<file path="src/rtl/snake_body_tracker.sv">
// Snake body position store: shifts segment positions one cell per move tick,
// tracks length/growth, and flags wall or self collisions as game over.
module snake_body_tracker #(
    parameter int MAX_LEN  = 16,
    parameter int INIT_LEN = 3,
    parameter int STEP     = 10,
    parameter int START_X  = 320,
    parameter int START_Y  = 240,
    parameter int H_MAX    = 630,
    parameter int V_MAX    = 470
) (
    input  logic                   clk,
    input  logic                   rst,
    input  logic                   start,
    input  logic                   move_tick,
    input  logic [1:0]             dir_in,
    input  logic                   grow,
    output logic [11*MAX_LEN-1:0]  seg_x,
    output logic [11*MAX_LEN-1:0]  seg_y,
    output logic [MAX_LEN-1:0]     seg_active,
    output logic [4:0]             length,
    output logic                   busy,
    output logic                   dead
);

    typedef enum logic [2:0] {IDLE, RUN, SHIFT, CHECK, DEAD} state_t;

    localparam logic signed [11:0] STEP_S  = 12'(STEP);
    localparam logic signed [11:0] H_MAX_S = 12'(H_MAX);
    localparam logic signed [11:0] V_MAX_S = 12'(V_MAX);

    state_t              state;
    logic [10:0]         pos_x [MAX_LEN];
    logic [10:0]         pos_y [MAX_LEN];
    logic [1:0]          dir;
    logic                grow_pending;
    logic signed [11:0]  next_x;
    logic signed [11:0]  next_y;
    logic                wall_hit;
    logic                self_hit;

    function automatic logic [MAX_LEN-1:0] active_mask(input logic [4:0] len);
        logic [MAX_LEN-1:0] m;
        m = '0;
        for (int unsigned i = 0; i < MAX_LEN; i++)
            m[i] = (i < 32'(len));
        return m;
    endfunction

    always_comb begin
        next_x = $signed({1'b0, pos_x[0]});
        next_y = $signed({1'b0, pos_y[0]});
        case (dir)
            2'b00:   next_x = $signed({1'b0, pos_x[0]}) + STEP_S;
            2'b01:   next_x = $signed({1'b0, pos_x[0]}) - STEP_S;
            2'b10:   next_y = $signed({1'b0, pos_y[0]}) - STEP_S;
            default: next_y = $signed({1'b0, pos_y[0]}) + STEP_S;
        endcase
        wall_hit = (next_x < 0) || (next_x > H_MAX_S) ||
                   (next_y < 0) || (next_y > V_MAX_S);
    end

    always_comb begin
        self_hit = 1'b0;
        for (int unsigned j = 1; j < MAX_LEN; j++)
            if (j < 32'(length) && pos_x[j] == pos_x[0] && pos_y[j] == pos_y[0])
                self_hit = 1'b1;
    end

    // Restart from DEAD shares the reset load so both paths stay identical.
    always_ff @(posedge clk) begin
        if (rst || (state == DEAD && start)) begin
            for (int unsigned i = 0; i < MAX_LEN; i++) begin
                pos_x[i] <= 11'(START_X - int'(i) * STEP);
                pos_y[i] <= 11'(START_Y);
            end
            length       <= 5'(INIT_LEN);
            seg_active   <= active_mask(5'(INIT_LEN));
            dir          <= 2'b00;
            grow_pending <= 1'b0;
            busy         <= 1'b0;
            dead         <= 1'b0;
            state        <= IDLE;
        end else begin
            case (state)
                IDLE: if (start) state <= RUN;
                RUN: begin
                    if (grow) grow_pending <= 1'b1;
                    if (move_tick) begin
                        if (!(dir_in[1] == dir[1] && dir_in[0] != dir[0]))
                            dir <= dir_in;
                        busy  <= 1'b1;
                        state <= SHIFT;
                    end
                end
                SHIFT: begin
                    // Pending grow is consumed here; a grow on this edge arms the next move.
                    grow_pending <= grow;
                    if (wall_hit) begin
                        busy  <= 1'b0;
                        dead  <= 1'b1;
                        state <= DEAD;
                    end else begin
                        for (int unsigned i = 1; i < MAX_LEN; i++) begin
                            pos_x[i] <= pos_x[i-1];
                            pos_y[i] <= pos_y[i-1];
                        end
                        pos_x[0] <= next_x[10:0];
                        pos_y[0] <= next_y[10:0];
                        if (grow_pending && length < 5'(MAX_LEN)) begin
                            length     <= length + 5'd1;
                            seg_active <= active_mask(length + 5'd1);
                        end
                        state <= CHECK;
                    end
                end
                CHECK: begin
                    if (grow) grow_pending <= 1'b1;
                    busy <= 1'b0;
                    if (self_hit) begin
                        dead  <= 1'b1;
                        state <= DEAD;
                    end else begin
                        state <= RUN;
                    end
                end
                default: ;
            endcase
        end
    end

    for (genvar g = 0; g < MAX_LEN; g++) begin : g_pack
        assign seg_x[11*g +: 11] = pos_x[g];
        assign seg_y[11*g +: 11] = pos_y[g];
    end

endmodule

</file>
<file path="config.mk">
export PLATFORM = sky130hd
export DESIGN_NAME = snake_body_tracker
export DESIGN_NICKNAME = d
export VERILOG_FILES = /design/src/rtl/snake_body_tracker.sv
export SDC_FILE = /design/constraint.sdc
export NUM_CORES = 1
export LEC_CHECK = 0
export CORE_UTILIZATION = 25
export DETAILED_ROUTE_END_ITERATION = 10
export PLACE_DENSITY = 0.54
export SYNTH_ARGS = -nofsm -noshare
export SYNTH_HDL_FRONTEND = slang
export SYNTH_SLANG_ARGS = --single-unit
export TNS_END_PERCENT = 20
</file>
<file path="constraint.sdc">
create_clock -name clk -period 23.5 [get_ports clk]
set_clock_uncertainty 0.05 [all_clocks]
set_input_delay 4.7 -clock clk [delete_from_list [all_inputs] [get_ports clk]]
set_output_delay 4.7 -clock clk [all_outputs]
set_load 0.05 [all_outputs]
</file>
# --- Word-level counts from Yosys, hierarchy flattened ---
# Memories as Yosys holds them, arrays and structs flattened.
# Cells that the tools add are included.
totals:
  out_inout_bits: 375
  inputBits: 7
  word_cells: 246
  n_memories: 2
  reg_bits: 29
  mem_bits_rw: 352
op_classes:
  bitwise_logic: 34
  n_eq_ne: 43
  magnitude_cmp: 36
  reduce_logical: 51
  addsub: 5
  n_mux: 68
mem_list:
  columns: ["name", "depth", "width", "rd", "rd_ports_with_merged_regs", "wr", "line", "source"]
  rows:
  - ["pos_x", 16, 11, 16, 0, 16, "33", "logic [10:0] pos_x [MAX_LEN];"]
  - ["pos_y", 16, 11, 16, 0, 16, "34", "logic [10:0] pos_y [MAX_LEN];"]
op_table:
  columns: ["op", "count"]
  rows:
  - ["2-to-1 mux 11 bit", 32]
  - ["equality test 11 bit", 30]
  - ["< comparator 4 x 5 -> 1 bit, first input constant", 16]
  - ["case mux 12 bit (2 select lines)", 2]
  - ["< comparator 3 x 5 -> 1 bit, first input constant", 8]
  - ["logical AND 1 bit", 33]
  - ["bitwise OR 1 bit", 32]
  - ["2-to-1 mux 1 bit", 26]
  - ["adder 11 x 4 -> 12 bit, second input constant", 2]
  - ["< comparator 12 x 1 -> 1 bit, second input constant", 2]
  - ["subtractor 11 x 4 -> 12 bit, second input constant", 2]
  - ["< comparator 2 x 5 -> 1 bit, first input constant", 4]
  - ["< comparator 1 x 5 -> 1 bit, first input constant", 3]
  - ["AND reduction 3 bit", 5]
  - ["greater-than comparator 12 x 10 -> 1 bit, second input constant", 1]
  - ["greater-than comparator 12 x 11 -> 1 bit, second input constant", 1]
  - ["2-to-1 mux 3 bit", 4]
  - ["case mux 3 bit (4 select lines)", 1]
  - ["!= test 2 bit, second input constant", 4]
  - ["equality test 3 x 2 -> 1 bit, second input constant", 2]
  - ["adder 5 x 1 -> 5 bit, second input constant", 1]
  - ["< comparator 5 bit, second input constant", 1]
  - ["logical OR 1 bit", 4]
  - ["case mux 1 bit (2 select lines)", 2]
  - ["16 further kinds", 19]

# --- Logic depth before layout (Yosys ltp) ---
# Gate-level depths: netlist of the first run.
depth:
  depth_word: 20
  depth_mapped: 16
  ltp_nobuf: 12

# --- Least setup slack after synthesis of the first run ---
# OpenSTA, ideal clock, no wires.
synth_timing:
  path_type: "in2reg"
  from: "input start"
  to: "memory pos_x[0][10], enable pin"
  path_stages: 5
  t_arrival_ns: 8.863
  path_buffers: 2
  setup_time_ns: 1.601
  path_slack_ns: 12.985
  required_ns: 21.849
  path_cell_list: "nor4b_1 -> nor2_1 -> clkbuf_1 -> clkbuf_1 -> nand2_1"
synth_rtl:
  columns: ["item", "line", "source"]
  rows:
  - ["from (decl)", "14", "input logic start,"]
  - ["to (decl)", "33", null]

==> impl_metrics.ini, run 1 <==
[synthesis]
ys_types = 72
yosysWarningCount = 0
yosysSeqAreaShare_pct = 49.0
synth_flop_cell = edfxtp_1
ys_ff_latch = 348
synth_edf_count = 200
synthDominantCellAreaShare_pct = 32.8
async_flop_share_pct = 0
post_synth_inst_count = 1730
syn_avg_cell_area_um2 = 10.6
synth_area_leader_cell = edfxtp_1
syn_area_um2 = 18300
synth.area.top_cells = edfxtp_1 33%, dfxtp_1 16%, xor2_1 9.3%

[power_and_ir_drop]
power.density_nw_per_um2 = 64.0
pwr-share-comb_pct = 10.3
intPower_mw = 1.13
switchingPower_mw = 0.412
pwr-share-seq_pct = 43.6
p_sw_share_pct = 26.8
leakagePower_nw = 8.11
p_total_mw = 1.54
pwr-share-clk_pct = 46.1
ir_drop_uv = 43.7

[route]
wl_um = 74200
drc = 0
vias = 14542
drt_first_pass_iters = 6
avgViaCountPerCell = 4.83
first_iter_violations = 1282
wl_per_cell_um = 24.6
antenna_left = 0

[worst_setup_path]
r2r-end = pos_x[1][18]$_SDFFCE_PN1P_
cp-end-kind = flop
critical_path_arrival_ns = 8.29
rrSetupSlack_ns = 16.99
startpoint_type = primary input
timing.rr.start = dir[0]$_SDFFE_PP0P_
cp_data_required_time_ns = 23.64
worst-setup-path-type = in2reg
crit_path_max_fanout = 77
r2r_cells = 13

[sta]
tns_ns = 0
drv_slew = 0
setup_viol = 0
holdWs_ns = 0.408
max_freq_mhz = 123
hold_viol = 0
min_period_ns = 8.15
slew_headroom_pct = 6.80
max_slew.worst_pin.slew_ns = 1.39
rsz0062_at_grt = false
finalCritPeriodShare_pct = 34.7

[clock_network]
htreeDepth = 2
insertion_delay_ns = 0.59
hold_buffers = 0
cts_tree = built
cts_buffers = 41
clock_sinks = 348
cts_setup_buffers = 0
root_buffer = clkbuf_16
cts_max_path_buffers = 3
path_clk_slew_ns = 0.06
cts_resized = 0

[place]
dp_hpwl_um = 52800
io_buffers = 349
place_area_um2 = 22500
gp_congestion = 0.873

[global_routing]
grt-ovfl-total = 0
grt_pass1_vias = 14461
grt_usage_pct = 19.4
grt_pass1_wl_um = 105000
grt_max_degree = 124
antenna_found_initial = 1

[floorplanning]
rows = 98
fp.dieH_um = 272
die_w_um = 272
start_util_pct = 25.4
core_area_um2 = 72000
dieArea_um2 = 74200
io_pins = 382

[worst_hold_path]
holdPathEnd = seg_active[7]$_SDFFE_PP0P_
holdCritPathClass = reg2reg
hold-path-cell-count = 2
hold_start = seg_active[7]$_SDFFE_PP0P_

[layout]
drive_above_1_share_pct = 5.91
n_fill_cell = 7218
final_common_cell = clkdlybuf4s50_1
antenna-diode-count = 0
final_cell_mix = 349 x clkdlybuf4s50_1, 200 x edfxtp_1, 194 x xor2_1
final_nets = 2051
final_area_um2 = 24000
area_growth_syn_to_layout_pct = 31.4

[status]
status = finished, final reports clean

[job]
cap_violations = 0
worst max-delay path by stage:
stage                                      end   from  cells after the start
finish              pos_x[1][18]$_SDFFCE_PN1P_  start                      6
global placement    pos_x[1][16]$_SDFFCE_PN1P_  start                      6
floorplan           pos_x[0][10]$_SDFFCE_PN0P_  start                      5
global route        pos_y[1][20]$_SDFFCE_PN0P_  start                      6
detailed placement  pos_y[1][19]$_SDFFCE_PN0P_  start                      6
CTS                 pos_y[1][12]$_SDFFCE_PN0P_  start                      6
power groups by stage:
stage	registers [mW]	clock network, mW	logic (mW)
floorplan	0.715	0	0.0796
global placement	0.684	0	0.156
detailed placement	0.683	0	0.158
CTS	0.670	0.722	0.159
global route	0.671	0.744	0.167
finish	0.670	0.709	0.159
metal layers:
metal	share of wire, %	vias to the layer above	global-route usage (%)
met1	42	7258	25.4
li1	-	6571	-
met4	2.0	0	4.44
met5	0	-	0
met2	49	625	33.1
met3	6.6	88	3.42
cells by family (layout without fill, tap and decap cells):
| family | after synthesis | in the layout | share of synthesized area [%] |
|---|---|---|---|
| mux | 132 | 132 | 7.23 |
| simple gates | 613 | 613 | 17.8 |
| fa+ha+maj | 13 | 13 | 0.931 |
| compound gates | 140 | 140 | 5.17 |
| flops | 348 | 348 | 49.0 |
| xor+xnor | 313 | 313 | 15.0 |
| buf+inv | 170 | 469 | 4.77 |
| other cells | 1 | 35 | 0.0205 |
synth_stat cells (7+ instances only):
cell and instances:
a21oi_1 34, a31oi_1 9, and2_1 109, buf_1 13, buf_2 35, buf_4 48, clkbuf_1 56, dfxtp_1 148
edfxtp_1 200, ha_1 12, inv_1 11, mux2i_1 131, nand2_1 138, nand2b_1 77, nand3_1 21, nand4_1 46
nor2_1 95, nor2b_1 7, nor3_1 14, nor4_1 67, o211ai_1 9, o21ai_0 32, or4_1 10, xnor2_1 119
xor2_1 194
sequential cells by signal (all words and copies together) (netlist names):
signal / cells
seg_active: 16
grow_pending: 1
length: 4
dir: 2
pos_x: 160
pos_y: 160
busy: 1
state: 3
dead: 1
metrics by stage:
step / instances / setup slack (ns) / util (%)
floorplan: 1764 / 12.99 / -
global placement: 2938 / 14.77 / 31.3
detailed placement: 2938 / 14.77 / 31.3
CTS: 3013 / 15.37 / 33.4
global route: 3013 / 15.10 / 33.4
finish: 3013 / 15.35 / 33.4
area by class of cell:
| class | instances | area (µm²) | share of cell area [%] |
|---|---|---|---|
| Clock buffer | 45 | 1050 | 4.37 |
| Inverter | 12 | 47.5 | 0.198 |
| Tap cell | 950 | 1190 | 4.95 |
| Timing Repair Buffer | 382 | 3740 | 15.6 |
| Clock inverter | 30 | 442 | 1.84 |
| Sequential cell | 348 | 8970 | 37.3 |
| Multi-Input combinational cell | 1246 | 8590 | 35.8 |
worst max-delay path, cell delays in order:
cell,delay [ns]
clkdlybuf4s50_1,0.49
nor4b_1,0.54
nor2_4,0.07
nand2_4,0.60
buf_4,0.79
buf_4,0.89
No activity file was read; power rests on OpenSTA's default activity.
==> inputs of run 2 (changes only) <==
Clock period 23.5 ns to 7.6 ns, I/O delays scaled along.
==> run 2 against run 1 <==
Compared with the run above: non-clock buffer count is 1 higher; hold slack better by 0.0043 ns; via count is 0.98% lower; sequential cell count stayed put; wire length is 0.39% higher; final area is 0.42% lower; critical path type is now reg2reg; critical endpoint is now pos_y[1][7]$_SDFFCE_PN1P_; largest cell class unchanged.
==> impl_metrics.ini, run 2 (synthesis gave the netlist of run 1 again) <==
[layout]
final_common_cell = clkdlybuf4s50_1
area_growth_syn_to_layout_pct = 30.9
final_nets = 2053
utilization_pct = 33.3
reg.largest.list = pos_x (160), pos_y (160), seg_active (16)
drive_above_1_share_pct = 5.48
n_fill_cell = 7281
final_cell_mix = 349 x clkdlybuf4s50_1, 200 x edfxtp_1, 194 x xor2_1
antenna-diode-count = 0

[sta]
finalCritPeriodShare_pct = 64.4
drv_slew = 0
min_period_ns = 4.89
rsz0062_at_grt = false
max_slew.worst_pin.slew_ns = 1.16
slew_headroom_pct = 22.6
tns_ns = 0
holdWs_ns = 0.412
hold_viol = 0
max_freq_mhz = 204
setup_viol = 0

[worst_setup_path]
rrSetupSlack_ns = 2.71
critPathMaxStageDelay_ns = 0.70
r2r-end = pos_y[1][7]$_SDFFCE_PN1P_
critical_path_arrival_ns = 5.15
worst-setup-path-type = reg2reg
cp_data_required_time_ns = 7.85
path_buf_inv = 2
cp_top_family = simple AND/OR/NAND/NOR gates
critPathSlowestCell = dfxtp_1
cp-end-kind = flop
crit_path_max_fanout = 116
r2r_cells = 12
startpoint_type = flop
crit_cells = 12
timing.rr.start = dir[0]$_SDFFE_PP0P_
crit_chain = nand2b_1, inv_1, fa_1, a21o_1, a21o_1, nor3b_1, nor3_1, nor4b_2, a211o_1, nor3_4, buf_12, nand2b_1

[worst_hold_path]
hold_start = seg_active[3]$_SDFFE_PP0P_
holdCritPathClass = reg2reg
holdPathEnd = seg_active[3]$_SDFFE_PP0P_
hold-path-cell-count = 2

[clock_network]
root_buffer = clkbuf_16
cts_tree = built
cts_buffers = 42
hold_buffers = 0
cts_setup_buffers = 0
cts_max_path_buffers = 3
path_clk_slew_ns = 0.06
clock_sinks = 348
htreeDepth = 2
cts_resized = 0
insertion_delay_ns = 0.58

[floorplanning]
dieArea_um2 = 74200
fp.dieH_um = 272
io_pins = 382
die_w_um = 272
start_util_pct = 25.4
core_area_um2 = 72000
rows = 98

[route]
drt_first_pass_iters = 5
avgViaCountPerCell = 4.78
first_iter_violations = 1283
antenna_left = 0
wl_per_cell_um = 24.7
drc = 0
wl_um = 74500
vias = 14399

[global_routing]
grt-ovfl-total = 0
grt_pass1_vias = 14185
grt_usage_pct = 19.4
antenna_found_initial = 0
grt_pass1_wl_um = 104000
grt_max_degree = 117

[job]
cap_violations = 0

[power_and_ir_drop]
leakagePower_nw = 8.07
p_total_mw = 4.55
power.density_nw_per_um2 = 190
ir_drop_uv = 132

[place]
gp_congestion = 0.826
io_buffers = 349
dp_hpwl_um = 53700

[status]
status = finished, final reports clean
## run 2: cell count changes in the layout (fill, tap and decap cells not counted), moves of 2 or more
cell        delta
clkbuf_8       +4
clkinv_2       -2
bufinv_16      -7
clkinvlp_4     -4
buf_12         +4
clkinvlp_2     -3
buf_4          -3
clkbuf_1       +6
inv_6          +2
clkinv_8       -2
## run 2: power breakdown
group	switching (mW)	total, mW	internal [mW]
registers	0.0525	2.08	2.03
clock network	0.842	1.98	1.14
logic	0.347	0.488	0.141
## run 2: per-layer routing
| layer | vias to the layer above | routed length (µm) | share of wire [%] | global-route usage (%) |
|---|---|---|---|---|
| li1 | 6570 | - | - | - |
| met1 | 7141 | 31200 | 42 | 24.5 |
| met2 | 589 | 36600 | 49 | 33.7 |
| met3 | 99 | 5160 | 6.9 | 4.05 |
| met4 | 0 | 1610 | 2.2 | 4.82 |
| met5 | - | 0 | 0 | 0 |
## run 2: stage by stage
step	instance area [µm²]	std cells	worst slack [ns]
floorplan	18400	1764	1.51
global placement	22600	2939	2.81
detailed placement	22600	2939	2.78
CTS	23900	3011	2.78
global route	23900	3011	2.43
finish	23900	3011	2.71
## run 2: worst max-delay path by stage
stage | endpoint | from | slack (ns)
after floorplan | pos_x[0][10]$_SDFFCE_PN0P_ | pos_x[0][2]$_SDFFCE_PN0P_ | 1.51
after global placement | pos_y[0][73]$_SDFFCE_PN1P_ | dir[0]$_SDFFE_PP0P_ | 2.81
after detailed placement | pos_y[1][7]$_SDFFCE_PN1P_ | dir[0]$_SDFFE_PP0P_ | 2.78
after CTS | pos_x[0][80]$_SDFFCE_PN1P_ | dir[0]$_SDFFE_PP0P_ | 2.78
after global routing | pos_y[1][15]$_SDFFCE_PN1P_ | dir[0]$_SDFFE_PP0P_ | 2.43
final | pos_y[1][7]$_SDFFCE_PN1P_ | dir[0]$_SDFFE_PP0P_ | 2.71
## run 2: layout make-up
| cell class | count | area, µm² | area share [%] |
|---|---|---|---|
| Clock inverter | 15 | 165 | 0.690 |
| Inverter | 12 | 47.5 | 0.199 |
| Sequential cell | 348 | 8970 | 37.5 |
| Timing Repair Buffer | 383 | 3800 | 15.9 |
| Clock buffer | 57 | 1160 | 4.85 |
| Multi-Input combinational cell | 1246 | 8600 | 35.9 |
| Tap cell | 950 | 1190 | 4.97 |
## run 2: worst min-delay path: cells and delay by family, from the launching register on
kind | cells | cell delay [ns]
simple gates | 1 | 0.05
flops | 1 | 0.31
mux | 1 | 0.05
==> inputs of run 3 (changes only) <==
Clock period 7.6 ns to 5.1 ns, I/O delays scaled along.
==> run 3 against run 2 <==
Compared with the run above: register-to-register slack lost 2.2 ns; highest routed layer unchanged; largest cell class unchanged; non-clock buffer count grew 12; sequential share of layout area shrank 0.42 points.
==> impl_metrics.ini, run 3 (synthesis gave the netlist of run 1 again) <==
[power_and_ir_drop]
intPower_mw = 5.06
power.density_nw_per_um2 = 289
p_total_mw = 7.00
leakagePower_nw = 8.21
pwr-share-comb_pct = 10.7
pwr-share-clk_pct = 45.2
ir_drop_uv = 282
pwr-share-seq_pct = 44.2
p_sw_share_pct = 27.8
switchingPower_mw = 1.95

[global_routing]
grt_usage_pct = 19.8
grt_pass1_wl_um = 107000
grt-ovfl-total = 0
grt_pass1_vias = 14506
grt_max_degree = 186
antenna_found_initial = 0

[floorplanning]
rows = 98
start_util_pct = 25.4
io_pins = 382
fp.dieH_um = 272
die_w_um = 272
core_area_um2 = 72000
dieArea_um2 = 74200

[route]
avgViaCountPerCell = 4.79
drt_first_pass_iters = 5
first_iter_violations = 1181
wl_um = 75500
antenna_left = 0
wl_per_cell_um = 24.9
drc = 0
vias = 14511

[worst_setup_path]
critical_path_arrival_ns = 4.88
cpMostUsedCell = nand2b_1
crit_path_max_fanout = 185
critPathSlowestCell = dfxtp_1
startpoint_type = flop
crit_chain = nand2b_1, inv_1, ha_1, nand3_1, and2_1, a21boi_0, o211ai_1, a2111o_1, a211o_1, nor3_4, buf_12, nand2b_1
rrSetupSlack_ns = 0.48
critPathMaxStageDelay_ns = 0.73
cp-end-kind = flop
cp_data_required_time_ns = 5.36
worst-setup-path-type = reg2reg

[clock_network]
path_clk_slew_ns = 0.06
cts_max_path_buffers = 3
cts_tree = built
cts_setup_buffers = 0
root_buffer = clkbuf_16
cts_resized = 0
clock_sinks = 348
htreeDepth = 2
cts_buffers = 43
insertion_delay_ns = 0.61
hold_buffers = 0

[sta]
min_period_ns = 4.62
slew_headroom_pct = 30.1
max_freq_mhz = 217
setup_viol = 0
drv_slew = 0
finalCritPeriodShare_pct = 90.5
holdWs_ns = 0.413
tns_ns = 0
max_slew.worst_pin.slew_ns = 1.05
rsz0062_at_grt = false
hold_viol = 0

[layout]
final_common_cell = clkdlybuf4s50_1
area_growth_syn_to_layout_pct = 32.4
final_cells = 3032
n_fill_cell = 7270
reg.largest.list = pos_x (160), pos_y (160), seg_active (16)
final_nets = 2066
utilization_pct = 33.6
drive_above_1_share_pct = 6.39
final_cell_mix = 349 x clkdlybuf4s50_1, 200 x edfxtp_1, 194 x xor2_1

[worst_hold_path]
holdCritPathClass = reg2reg

[place]
dp.cells = 2951
io_buffers = 349
gp_congestion = 0.848
dp_hpwl_um = 54500

[job]
cap_violations = 0

[status]
status = finished, final reports clean
==> run 3: cell types whose count changed in the layout (fill, tap and decap cells not counted), moves of 2 or more <==
cell,previous run,this run
clkbuf_16,42,44
clkbuf_8,5,7
clkbuf_1,9,6
clkinv_1,2,5
buf_12,4,8
clkinvlp_4,1,3
inv_16,0,2
buf_4,30,38
==> run 3: layout make-up <==
class	count	area, µm²	area share [%]
antenna	1	2.50	0.0103
clock buffer	58	1230	5.07
clock inverter	22	228	0.941
inverter	12	47.5	0.196
multi-input combinational	1246	8600	35.5
sequential	348	8970	37.1
tap	950	1190	4.91
timing repair buffer	395	3940	16.3
==> run 3: critical path, delay by kind of cell, from the launching register on <==
kind                       cells  cell delay, ns
adders and majority gates      1            0.54
buffers and inverters          2            0.56
DFF                            1            0.73
AOI/OAI and AO/OA              4            1.25
and+or+nand+nor                5            0.86
==> run 3: final timing paths <==
kind	start	to	cells past startpoint
max reg2reg	dir[0]$_SDFFE_PP0P_	pos_y[1][15]$_SDFFCE_PN1P_	12
min	seg_active[6]$_SDFFE_PP0P_	seg_active[6]$_SDFFE_PP0P_	2
min reg2reg	seg_active[6]$_SDFFE_PP0P_	seg_active[6]$_SDFFE_PP0P_	2
max	dir[0]$_SDFFE_PP0P_	pos_y[1][15]$_SDFFCE_PN1P_	12
==> run 3: power groups by stage <==
stage | sequential (mW) | clock, mW | combinational, mW
floorplan | 3.28 | 0 | 0.367
global placement | 3.15 | 0 | 0.742
detailed placement | 3.15 | 0 | 0.747
CTS | 3.09 | 3.22 | 0.749
global route | 3.10 | 3.33 | 0.789
finish | 3.09 | 3.16 | 0.747
==> run 3: metal layers <==
metal | vias to the layer above | share of wire [%] | routed length, µm | track usage (%)
li1 | 6622 | - | - | -
met1 | 7232 | 43 | 32700 | 25.6
met2 | 550 | 49 | 36700 | 34.0
met3 | 107 | 5.4 | 4090 | 3.02
met4 | 0 | 2.7 | 2050 | 5.80
met5 | - | 0 | 0 | 0
==> run 3: metrics by stage <==
stage	instance area (µm²)	setup slack, ns
2_1_floorplan	18400	0.0380
3_3_place_gp	22700	0.756
3_5_place_dp	22700	0.643
4_1_cts	24200	0.614
5_1_grt	24200	0.196
6_report	24200	0.484
